<file path="config.mk">
export PLATFORM = sky130hd
export DESIGN_NAME = mem_arbiter
export DESIGN_NICKNAME = d
export VERILOG_FILES = /design/src/rtl/mem_arbiter.sv
export SDC_FILE = /design/constraint.sdc
export NUM_CORES = 1
export LEC_CHECK = 0
export BUFFER_PORTS_ARGS = -buffer_cell sky130_fd_sc_hd__buf_2
export CORE_AREA = 2 2 93 95
export DETAILED_ROUTE_END_ITERATION = 10
export DIE_AREA = 0 0 95 97
export GPL_TIMING_DRIVEN = 0
export PLACE_DENSITY_LB_ADDON = 0.12
export SYNTH_ARGS = -nofsm -noshare
export SYNTH_HDL_FRONTEND = slang
export SYNTH_SLANG_ARGS = --single-unit
</file>
<file path="constraint.sdc">
create_clock -name clk -period 3.95 [get_ports clk]
set_clock_uncertainty 0.1 [all_clocks]
set_input_delay 0.1975 -clock clk [delete_from_list [all_inputs] [get_ports clk]]
set_output_delay 0.1975 -clock clk [all_outputs]
set_load 0.01 [all_outputs]
</file>
<file path="src/rtl/mem_arbiter.sv">
// Two-master arbiter for the shared single-port instruction/data RAM.
// Round-robin with a bounded burst; read data returns one cycle after the grant.
module mem_arbiter #(
    parameter int WIDTH     = 12,
    parameter int DATA_W    = 32,
    parameter int MAX_BURST = 4
) (
    input  logic              clk,
    input  logic              rst_n,
    input  logic              m0_req,
    input  logic              m0_we,
    input  logic [WIDTH-1:0]  m0_addr,
    input  logic [DATA_W-1:0] m0_wdata,
    output logic              m0_gnt,
    output logic              m0_rvalid,
    output logic [DATA_W-1:0] m0_rdata,
    input  logic              m1_req,
    input  logic              m1_we,
    input  logic [WIDTH-1:0]  m1_addr,
    input  logic [DATA_W-1:0] m1_wdata,
    output logic              m1_gnt,
    output logic              m1_rvalid,
    output logic [DATA_W-1:0] m1_rdata,
    output logic [WIDTH-1:0]  mem_addr,
    output logic              mem_we,
    output logic              mem_re,
    output logic [DATA_W-1:0] mem_wdata,
    input  logic [DATA_W-1:0] mem_rdata
);

    localparam int               CNT_W     = (MAX_BURST > 1) ? $clog2(MAX_BURST) : 1;
    localparam logic [CNT_W-1:0] CNT_LIMIT = CNT_W'(MAX_BURST - 1);

    typedef enum logic [1:0] {
        IDLE = 2'd0,
        OWN0 = 2'd1,
        OWN1 = 2'd2
    } state_t;

    state_t           r_state;
    logic             r_last_gnt;
    logic [CNT_W-1:0] r_burst_cnt;
    logic             r_rd_pend;
    logic             r_rd_owner;

    logic w_gnt0;
    logic w_gnt1;
    logic w_any;
    logic w_sel;
    logic w_we;
    logic w_other_req;
    logic w_same_owner;
    logic w_rvalid;

    // NOTE: the grant is combinational, so it is gated by rst_n directly to keep
    // every strobe low during the reset cycle; defaults first avoid latches.
    always_comb begin
        w_gnt0 = 1'b0;
        w_gnt1 = 1'b0;
        if (rst_n) begin
            if (m0_req && m1_req) begin
                case (r_state)
                    OWN0: begin
                        if (r_burst_cnt < CNT_LIMIT) w_gnt0 = 1'b1;
                        else                         w_gnt1 = 1'b1;
                    end
                    OWN1: begin
                        if (r_burst_cnt < CNT_LIMIT) w_gnt1 = 1'b1;
                        else                         w_gnt0 = 1'b1;
                    end
                    default: begin
                        if (r_last_gnt) w_gnt0 = 1'b1;
                        else            w_gnt1 = 1'b1;
                    end
                endcase
            end else begin
                w_gnt0 = m0_req;
                w_gnt1 = m1_req;
            end
        end
    end

    assign w_any        = w_gnt0 | w_gnt1;
    assign w_sel        = w_gnt1;
    assign w_we         = w_sel ? m1_we : m0_we;
    assign w_other_req  = w_sel ? m0_req : m1_req;
    assign w_same_owner = w_sel ? (r_state == OWN1) : (r_state == OWN0);

    assign m0_gnt    = w_gnt0;
    assign m1_gnt    = w_gnt1;
    assign mem_we    = w_any & w_we;
    assign mem_re    = w_any & ~w_we;
    assign mem_addr  = w_any ? (w_sel ? m1_addr : m0_addr) : '0;
    assign mem_wdata = w_any ? (w_sel ? m1_wdata : m0_wdata) : '0;

    always_ff @(posedge clk) begin
        if (!rst_n) begin
            r_state     <= IDLE;
            r_last_gnt  <= 1'b1;
            r_burst_cnt <= '0;
            r_rd_pend   <= 1'b0;
            r_rd_owner  <= 1'b0;
        end else begin
            if (w_any) begin
                r_state    <= w_sel ? OWN1 : OWN0;
                r_last_gnt <= w_sel;
                // Count only contested repeat grants; saturate so a holder never wraps.
                if (w_same_owner && w_other_req)
                    r_burst_cnt <= (r_burst_cnt == CNT_LIMIT) ? r_burst_cnt : r_burst_cnt + 1'b1;
                else
                    r_burst_cnt <= '0;
            end else begin
                r_state     <= IDLE;
                r_burst_cnt <= '0;
            end
            r_rd_pend  <= w_any & ~w_we;
            r_rd_owner <= w_sel;
        end
    end

    assign w_rvalid  = rst_n & r_rd_pend;
    assign m0_rvalid = w_rvalid & ~r_rd_owner;
    assign m1_rvalid = w_rvalid & r_rd_owner;
    assign m0_rdata  = m0_rvalid ? mem_rdata : '0;
    assign m1_rdata  = m1_rvalid ? mem_rdata : '0;

endmodule
</file>
==> impl_results.md, run 1 <==
- Largest family of logic cells by synthesized area: compound AO/OA/AOI/OAI gates
- Max Cap Viol: 0
- Clk slew on worst S/H paths: 0.04 ns
- Die area: 9220 µm²
- Synth cell types: 33
- Total negative slack: 0 ns
- Crit end category: primary output
- R2R Path Start: r_state[0]
- Dpl cells: 629
- Layout Nets: 658
- Req. time, crit path: 3.65 ns
- Fillers: 909
- CTS Buf Count: 3
- Core area: 8130 µm²
- Warnings, synthesis: 0
- Post-synth EDFFs: 0
- Final hold vios: 0
- Vias in the first global route: 2,817
- CTS-repair resized insts: 0
- Compound-cell area share of the yosys netlist: 48.7%
- Max-slew violation count: 0
- Synth Area in Adders: 2.04%
- Clock Latency Late Sink: 0.23 ns
- Slew HR: 71.5%
- Diodes inserted: 0
- CP max FO: 10
- PD cells: 154 nW/µm²
- Sequential Area: 140 µm²
- Most common cell in the synthesized netlist: and2_1
- WL/cell: 14.5 µm
- Sequential fraction of the synthesis area: 7.60%
- Synthesized flop and latch total: 7
- Synth-to-layout area growth: 74.5%
- GRT overflow: 0
- Critical path arrival: 2.45 ns
- Hold Crit Start: m1_req
- Num ports: 240
- Overall routing resource usage: 18.5%
- Area occupied by multi-input gates: 1500 µm²
- Status: completed
- Yosys top cell area share: 22.1%
- Input/output buffers: 239
- Bufs on Longest Clock Path: 2
- Dominant synthesized flop cell: dfxtp_1
- Post-Syn Nets: 414
- Fin area: 3220 µm²
- Yosys top cell by area: and2_1
- Hold Buf Count CTS: 0
- Period minus WS final: 2.75 ns
- Top post-synthesis cells by area: and2_1, o211ai_1, a21oi_1
- Worst Setup Start Kind: flop
- Maximum VDD drop: 0.0584 mV
- Final setup fails: 0
- Cell row count: 33
- Post-CTS Setup Bufs: 0
- Most common library cells after synthesis: and2_1, o211ai_1, a21oi_1, o21ai_0, clkbuf_1
- Leak Pwr: 1.76 nW
- TritonRoute pass-1 iters: 4
- XOR/XNOR Fraction of Synth Area: 0.475%
- Routed Antenna Nets: 0
- Simple-Gate Fraction of Synth Area: 28.4%
- Critical Path Start: r_state[0]
- CTS tree: done
- Initial Util: 22.7%
- Die W: 95 µm
- Syn Area/Cell: 6.47 µm²
- Critical path class: reg -> out
- Placer Congestion: 0.749
- DP HPWL: 7810 µm
- Worst-Margin Slew: 0.425 ns
- Pin count of the biggest net entering global routing: 11
- Die extent in y: 97 µm
- Clock sink count: 7
- Initial antenna violation count: 0
- Syn Inst Count: 285
- Residual DRC count: 0
- Layout Cells excl Fill: 633
- Final period util: 69.6%
- DRC marker count from the first detailed-route iteration: 66
- Cell area after synthesis: 1840 µm²
- RSZ-0062 raised after global routing: false
- Routed vias/inst: 4.75
- Reg-to-reg slack, setup: 1.74 ns
- Root Buffer: clkbuf_8
- Final wirelength: 9190 µm
- Fraction of registers with async set/reset: 0%
- Post-synthesis mux area share: 1.83%
- H-Tree Depth: 1
- Post-DP Area: 3170 µm²
- Vias: 3,006
- Worst Hold Class: in -> reg
- Fmax: 364 MHz
- First-pass GRT wire length: 13,600 µm
- Share of post-route cells with drive strength above 1: 52.1%
[power breakdown]
part	switching [mW]	leakage [nW]	total, mW	internal, mW
combinational	0.178	1.68	0.314	0.136
clock	0.0328	0.0228	0.103	0.0700
sequential	0.00238	0.0575	0.0781	0.0757
[final cells by class]
type / instances / area share (%)
clock buffer: 4 / 1.40
timing repair buffer: 239 / 37.2
sequential: 7 / 4.36
multi-input combinational: 237 / 46.7
tap: 105 / 4.09
buffer: 36 / 5.68
inverter: 5 / 0.584
[flip-flops by register name (all words and copies together), names as in the netlist]
signal and flops:
r_burst_cnt 2, r_last_gnt 1, r_rd_owner 1, r_rd_pend 1
r_state 2
[per-stage QoR]
stage / util [%] / power [mW] / worst slack, ns / hold WS (ns)
floorplan: - / 0.249 / 1.95 / 0.176
global placement: 39.0 / 0.395 / 1.46 / 0.346
detailed placement: 39.0 / 0.396 / 1.41 / 0.348
CTS: 39.5 / 0.501 / 1.15 / 0.111
global route: 39.5 / 0.537 / 1.04 / 0.116
finish: 39.5 / 0.495 / 1.20 / 0.106
[critical path, cell delays in order (launching register included)]
cell	delay, ns
dfxtp_1	0.33
inv_1	0.05
ha_1	0.26
buf_2	0.20
nand2_1	0.12
o21ai_1	0.37
buf_2	0.29
buf_4	0.23
o21ai_2	0.08
a21oi_2	0.15
buf_2	0.15
[worst paths after layout]
path / endpoint / cells after the start
worst max-delay path: mem_wdata[27] / 10
worst min-delay path: r_state[0] / 2
worst max register to register: r_last_gnt / 8
worst min register to register: r_burst_cnt[1] / 2
[per-layer routing]
layer	vias up	global-route usage, %	wire length [µm]	part of all wire [%]
met5	-	0	0	0
met4	0	4.24	102	1.1
met3	8	2.96	812	8.8
li1	1512	-	-	-
met1	1334	19.0	3370	37
met2	152	37.5	4910	53
[cells in the final DEF (no fill, tap or decap), drive strengths merged, types with 2 or more instances in the layout]
cell type	instances
ha	3
and2	65
and3b	2
a21oi	47
mux2i	3
buf	257
o211ai	46
o21ai	47
nand2	4
inv	5
nor2	7
a31oi	2
clkbuf	22
dfxtp	7
[kinds of logic after synthesis]
group	after synthesis
mux	3
simple gates	85
fa+ha+maj	3
compound gates	145
flops	7
xor+xnor	1
buf+inv	41
No activity file was read; power rests on OpenSTA's default activity.
==> inputs of run 2 (changes only) <==
ABC_AREA = 1   (was default)
clock period = 2.8 ns   (was 3.95 ns; I/O delays follow)
==> impl_results.md, run 2 <==
- CP peak stage delay: 0.32 ns (was 0.37 ns)
- CTS Buf Count: 3 (unchanged)
- Most common cell in the synthesized netlist: nand2_1 (was and2_1)
- Clk slew on worst S/H paths: 0.04 ns (about the same)
- Die W: 95 µm (unchanged)
- DRC marker count from the first detailed-route iteration: 46 (was 66)
- Sw Ratio: 41.6% (was 43.0%)
- Syn Inst Count: 403 (was 285)
- Synth-to-layout area growth: 76.7% (was 74.5%)
- Register share of total power: 15.9% (was 15.8%)
- Slowest CP cell: dfxtp_1 (was o21ai_1)
- Combinational share of power: 63.4% (was 63.5%)
- Switching Power: 0.283 mW (was 0.213 mW)
- Final total power: 0.680 mW (was 0.495 mW)
- DP HPWL: 6880 µm (was 7810 µm)
- Clock share of power: 20.7% (about the same)
- Most common library cells after synthesis: nand2_1, inv_1, nor2_1, nand2_2, inv_2 (was and2_1, o211ai_1, a21oi_1, o21ai_0, clkbuf_1)
- Cell mode on critical path: nand2_1 (was buf_2)
- Vias: 2,990 (was 3,006)
- Total internal power: 0.397 mW (was 0.282 mW)
- Req. time, crit path: 2.56 ns (was 3.65 ns)
- CTS-repair resized insts: 0 (unchanged)
- Residual DRC count: 0 (unchanged)
- Final wirelength: 7840 µm (was 9190 µm)
- Die extent in y: 97 µm (unchanged)
- Post-CTS Setup Bufs: 0 (unchanged)
- Initial Util: 22.0% (was 22.7%)
- Crit end category: primary output (unchanged)
- Synthesized flop and latch total: 7 (unchanged)
- TritonRoute pass-1 iters: 4 (unchanged)
- Worst Hold Class: in -> reg (unchanged)
- Diodes inserted: 0 (unchanged)
- Critical path, cell by cell: inv_1 -> ha_1 -> a21oi_1 -> nand2_1 -> nand2_4 -> buf_2 -> nand2_1 -> nand2_1 -> nand2_1 -> inv_1 -> buf_2 (was inv_1 -> ha_1 -> buf_2 -> nand2_1 -> o21ai_1 -> buf_2 -> buf_4 -> o21ai_2 -> a21oi_2 -> buf_2)
- Maximum VDD drop: 0.109 mV (was 0.0584 mV)
- Critical path class: reg -> out (unchanged)
- Most frequent cells in the layout: buf_2, nand2_1, inv_1, nor2_1, nand2_2 (was buf_2, and2_1, o211ai_1, a21oi_1, o21ai_0)
- Dpl cells: 747 (was 629)
- CTS tree: done (unchanged)
- Post-Syn Nets: 532 (was 414)
- Final hold vios: 0 (unchanged)
- Clock sink count: 7 (unchanged)
- Clock Latency Late Sink: 0.23 ns (about the same)
- Synth cell types: 20 (was 33)
- Share of post-route cells with drive strength above 1: 43.5% (was 52.1%)
- Root Buffer: clkbuf_8 (unchanged)
- Input/output buffers: 239 (unchanged)
- Status: completed (unchanged)
- Worst Setup Start Kind: flop (unchanged)
- First-pass GRT wire length: 12,000 µm (was 13,600 µm)
- Yosys top cell by area: nand2_1 (was and2_1)
- Total negative slack: 0 ns (unchanged)
- Die area: 9220 µm² (unchanged)
- Worst-Margin Slew: 0.464 ns (was 0.425 ns)
- Initial antenna violation count: 0 (unchanged)
- Bufs on Longest Clock Path: 2 (unchanged)
- Cell row count: 33 (unchanged)
- Final setup fails: 0 (unchanged)
- CP max FO: 10 (unchanged)
- Final period util: 78.3%
- Core area: 8130 µm² (unchanged)
- Hold Buf Count CTS: 0 (unchanged)
- Layout Cells excl Fill: 751 (was 633)
- Fraction of registers with async set/reset: 0% (unchanged)
- Placer Congestion: 0.781 (was 0.749)
- Layout Nets: 776 (was 658)
- Critical path arrival: 1.95 ns (was 2.45 ns)
- Warnings, synthesis: 0 (unchanged)
- Post-synth EDFFs: 0 (unchanged)
- Leak Pwr: 2.61 nW (was 1.76 nW)
- PD cells: 215 nW/µm² (was 154 nW/µm²)
- Slew HR: 69.1% (was 71.5%)
- Fmax: 456 MHz
- WL/cell: 10.4 µm (was 14.5 µm)
- Fillers: 933 (was 909)
- Top post-synthesis cells by area: nand2_1, inv_1, nor2_1 (was and2_1, o211ai_1, a21oi_1)
- Max-slew violation count: 0 (unchanged)
- Vias in the first global route: 2,700 (was 2,817)
- Overall routing resource usage: 15.9% (was 18.5%)
- GRT overflow: 0 (unchanged)
- Largest regs: r_burst_cnt x2, r_state x2 (unchanged)
- Cell area after synthesis: 1790 µm² (was 1840 µm²)
- Max Cap Viol: 0 (unchanged)
- Pin count of the biggest net entering global routing: 11 (unchanged)
- Num ports: 240 (unchanged)
- Syn Area/Cell: 4.44 µm² (was 6.47 µm²)
- H-Tree Depth: 1 (unchanged)
- Yosys top cell area share: 38.4% (was 22.1%)
- Routed Antenna Nets: 0 (unchanged)
- RSZ-0062 raised after global routing: false (unchanged)
- Dominant synthesized flop cell: dfxtp_1 (unchanged)
- Sequential fraction of the synthesis area: 7.83% (was 7.60%)
- Period minus WS final: 2.19 ns
- Commonest non-fill, non-tap cell in the layout: buf_2 (unchanged)
- Routed vias/inst: 3.98 (was 4.75)
## run 2: worst paths after layout
kind                                  from             end  slack [ns]  depth (start not counted)
worst min-delay path                 rst_n      r_last_gnt        0.04                          2
worst max-delay path            r_state[0]     mem_addr[3]        0.61                         11
worst max register to register  r_state[0]  r_burst_cnt[1]        1.02                          9
worst min register to register  r_last_gnt      r_last_gnt        0.35                          2
## run 2: kinds of logic (layout without fill, tap and decap cells)
| group | count (synthesis) | in the layout | synth area share (%) |
|---|---|---|---|
| AO/OA/AOI/OAI | 3 | 3 | 0.978 |
| flip-flops | 7 | 7 | 7.83 |
| AND/OR/NAND/NOR | 270 | 270 | 59.2 |
| XOR/XNOR | 1 | 1 | 0.489 |
| multiplexers | 1 | 1 | 0.559 |
| buffers and inverters | 118 | 361 | 28.9 |
| adder cells (fa/ha/maj) | 3 | 3 | 2.10 |
## run 2: per-stage QoR
stage	area [µm²]	worst slack, ns	utilization [%]	hold slack (ns)
floorplan	1790	1.13	-	0.124
global placement	3120	0.797	38.3	0.276
detailed placement	3120	0.795	38.3	0.280
CTS	3160	0.538	38.9	0.0433
global route	3160	0.344	38.9	0.0602
finish	3160	0.608	38.9	0.0434
## run 2: power groups by stage
| stage | clock, mW | combinational (mW) | sequential, mW |
|---|---|---|---|
| 2_1_floorplan | 0 | 0.243 | 0.109 |
| 3_3_place_gp | 0 | 0.436 | 0.110 |
| 3_5_place_dp | 0 | 0.437 | 0.110 |
| 4_1_cts | 0.146 | 0.439 | 0.108 |
| 5_1_grt | 0.153 | 0.491 | 0.109 |
| 6_report | 0.141 | 0.431 | 0.108 |
## run 2: critical path, delay by kind of cell (launching register included)
family,cells,cell delay [ns]
compound gates,1,0.15
buf+inv,4,0.51
fa+ha+maj,1,0.32
flops,1,0.32
simple gates,5,0.43
## run 2: cell type report
cell class / instances / area, µm² / share of cell area, %
plain buffers: 20 / 146 / 4.63
clock buffers: 4 / 45.0 / 1.42
inverters: 98 / 370 / 11.7
multi-input cells: 278 / 1130 / 35.8
flip-flops and latches: 7 / 140 / 4.43
well taps: 105 / 131 / 4.15
repair buffers: 239 / 1200 / 37.8
## run 2: per-layer routing
metal / wire [µm] / vias up / track usage [%] / part of all wire (%)
met5: 0 / - / 0 / 0
met4: 61 / 0 / 2.79 / 0.78
met3: 801 / 7 / 4.28 / 10
met2: 4140 / 155 / 33.2 / 53
met1: 2840 / 1233 / 14.7 / 36
li1: - / 1595 / - / -
==> inputs of run 3 (changes only) <==
ABC_AREA = 0   (was 1)
clock period = 1.8 ns   (was 2.8 ns; I/O delays follow)
==> impl_results.md, run 3 (synthesized netlist as in run 1, its figures left out) <==
- Status: complete, but fails checks (was completed)
- Failing checks: setup timing
- CTS tree: done (unchanged)
- CP max FO: 7 (was 10)
- Leak Pwr: 2.00 nW (was 2.61 nW)
- Die extent in y: 97 µm (unchanged)
- Final hold vios: 0 (unchanged)
- WL/cell: 14.6 µm (was 10.4 µm)
- Worst reg2reg path depth: 9 (unchanged)
- DRC marker count from the first detailed-route iteration: 67 (was 46)
- FF-to-FF End: r_last_gnt (was r_burst_cnt[1])
- Synth-to-layout area growth: 106% (was 76.7%)
- CTS Buf Count: 3 (unchanged)
- Die area: 9220 µm² (unchanged)
- Critical path arrival: 1.96 ns (was 1.95 ns)
- First-pass GRT wire length: 14,500 µm (was 12,000 µm)
- Routed vias/inst: 4.72 (was 3.98)
- DP HPWL: 7340 µm (was 6880 µm)
- Pin count of the biggest net entering global routing: 11 (unchanged)
- Final period util: 119%
- Layout Utilization: 46.6% (was 38.9%)
- Clk slew on worst S/H paths: 0.04 ns (about the same)
- Setup WS pre-CTS: -0.392 ns (was 0.795 ns)
- Initial antenna violation count: 0 (unchanged)
- Total internal power: 0.790 mW (was 0.397 mW)
- RSZ-0062 raised after global routing: true (was false)
- PD cells: 350 nW/µm² (was 215 nW/µm²)
- Worst Hold Class: in -> reg (unchanged)
- Diodes inserted: 0 (unchanged)
- H-Tree Depth: 1 (unchanged)
- Req. time, crit path: 1.61 ns (was 2.56 ns)
- Switching Power: 0.536 mW (was 0.283 mW)
- Input/output buffers: 239 (unchanged)
- Core area: 8130 µm² (unchanged)
- Root Buffer: clkbuf_8 (unchanged)
- Routed Antenna Nets: 0 (unchanged)
- Worst-Margin Slew: 0.421 ns (was 0.464 ns)
- Slew HR: 71.9% (was 69.1%)
- GRT overflow: 0 (unchanged)
- Layout Nets: 683 (was 776)
- Fillers: 856 (was 933)
- Crit path to: mem_wdata[28] (was mem_addr[3])
- Setup ws final: -0.345 ns (was 0.608 ns)
- Largest regs: r_burst_cnt x2, r_state x2 (unchanged)
- Share of post-route cells with drive strength above 1: 59.3% (was 43.5%)
- Critical path class: reg -> out (unchanged)
- Vias: 3,108 (was 2,990)
- Critical Path Start: r_burst_cnt[0] (was r_state[0])
- Clock share of power: 16.5% (was 20.7%)
- Maximum VDD drop: 0.178 mV (was 0.109 mV)
- Worst Setup Start Kind: flop (unchanged)
- Bufs on Longest Clock Path: 2 (unchanged)
- Commonest non-fill, non-tap cell in the layout: buf_2 (unchanged)
- Overall routing resource usage: 19.2% (was 15.9%)
- Sequential Area: 148 µm² (was 140 µm²)
- Clock Latency Late Sink: 0.22 ns (was 0.23 ns)
- Register share of total power: 13.3% (was 15.9%)
- Placer Congestion: 0.834 (was 0.781)
- Combinational share of power: 70.3% (was 63.4%)
- R2R Path Start: r_burst_cnt[0] (was r_state[0])
- Final wirelength: 9590 µm (was 7840 µm)
- Clock sink count: 7 (unchanged)
- TritonRoute pass-1 iters: 4 (unchanged)
- Fmax: 466 MHz
- Sw Ratio: 40.4% (was 41.6%)
- Most frequent cells in the layout: buf_2, and2_1, o211ai_1, a21oi_1 (was buf_2, nand2_1, inv_1, nor2_1, nand2_2)
- Final setup fails: 51 (was 0)
- Period minus WS final: 2.15 ns
- Area occupied by multi-input gates: 1640 µm² (was 1130 µm²)
- Die W: 95 µm (unchanged)
- Vias in the first global route: 2,982 (was 2,700)
- Max-slew violation count: 0 (unchanged)
- Reg-to-reg slack, setup: -0.14 ns (was 1.02 ns)
- Initial Util: 22.7% (was 22.0%)
- Residual DRC count: 0 (unchanged)
- Cell row count: 33 (unchanged)
- Max Cap Viol: 0 (unchanged)
- Num ports: 240 (unchanged)
- Crit end category: primary output (unchanged)
[run 3: cell count changes in the layout (fill, tap and decap cells not counted), sizes merged, moves of 5 or more]
cell / previous run / this run
inv: 98 / 5
o21ai: 1 / 47
o211ai: 1 / 46
nand2: 196 / 4
buf: 253 / 284
a21oi: 1 / 47
clkbuf: 10 / 17
and2: 0 / 65
nor2: 67 / 8
nand3: 5 / 0
[run 3: worst min-delay path by stage]
stage / start / end / slack (ns) / cells past startpoint
5_1_grt: rst_n / r_last_gnt / 0.03 / 2
3_3_place_gp: rst_n / r_last_gnt / 0.24 / 2
4_1_cts: rst_n / r_last_gnt / 0.01 / 2
6_report: rst_n / r_last_gnt / 0.02 / 2
2_1_floorplan: rst_n / r_last_gnt / 0.07 / 1
3_5_place_dp: m1_req / r_state[0] / 0.24 / 2
[run 3: cell type report]
cell class | instances | area share (%)
Buffer | 35 | 8.55
Sequential cell | 7 | 3.90
Timing Repair Buffer | 264 | 39.1
Clock buffer | 4 | 1.19
Multi-Input combinational cell | 238 | 43.3
Inverter | 5 | 0.495
Tap cell | 105 | 3.47
[run 3: timing repair]
action	4_1_cts	5_1_grt
gates resized for setup	65	51
hold endpoints to repair	1	0
buffers inserted	14	4
cloned	7	0
setup endpoints to repair	52	81
hold buffers	1	0
pin swaps	24	28
[run 3: power groups by stage]
stage	clock (mW)	combinational (mW)	sequential (mW)
final	0.218	0.932	0.176
after global routing	0.233	1.02	0.177
after CTS	0.223	0.868	0.173
after detailed placement	0	0.694	0.174
after global placement	0	0.691	0.174
after floorplan	0	0.379	0.172
[run 3: stage by stage]
step / total power [mW] / hold slack [ns] / cells / setup TNS [ns] / cell area [µm²]
4_1_cts: 1.26 / 0.00990 / 655 / -16.47 / 3630
2_1_floorplan: 0.551 / 0.0686 / 285 / -0.435 / 1860
6_report: 1.33 / 0.0193 / 658 / -13.89 / 3790
3_5_place_dp: 0.868 / 0.241 / 629 / -16.14 / 3180
5_1_grt: 1.43 / 0.0253 / 658 / -19.14 / 3790
3_3_place_gp: 0.864 / 0.238 / 629 / -15.46 / 3180
[run 3: layer usage]
metal | wire (µm) | vias to the layer above | GRT usage [%]
met3 | 835 | 8 | 2.88
met4 | 83 | 0 | 3.68
li1 | - | 1563 | -
met1 | 3540 | 1383 | 20.2
met2 | 5130 | 154 | 38.9
met5 | 0 | - | 0
[run 3: worst max-delay path: stages (launching register included)]
cell and delay (ns):
dfxtp_2 0.34, ha_4 0.16, mux2i_4 0.25, nor3b_4 0.24
buf_6 0.15, buf_6 0.13, buf_12 0.13, o21ai_4 0.05
a21oi_2 0.12, buf_2 0.15
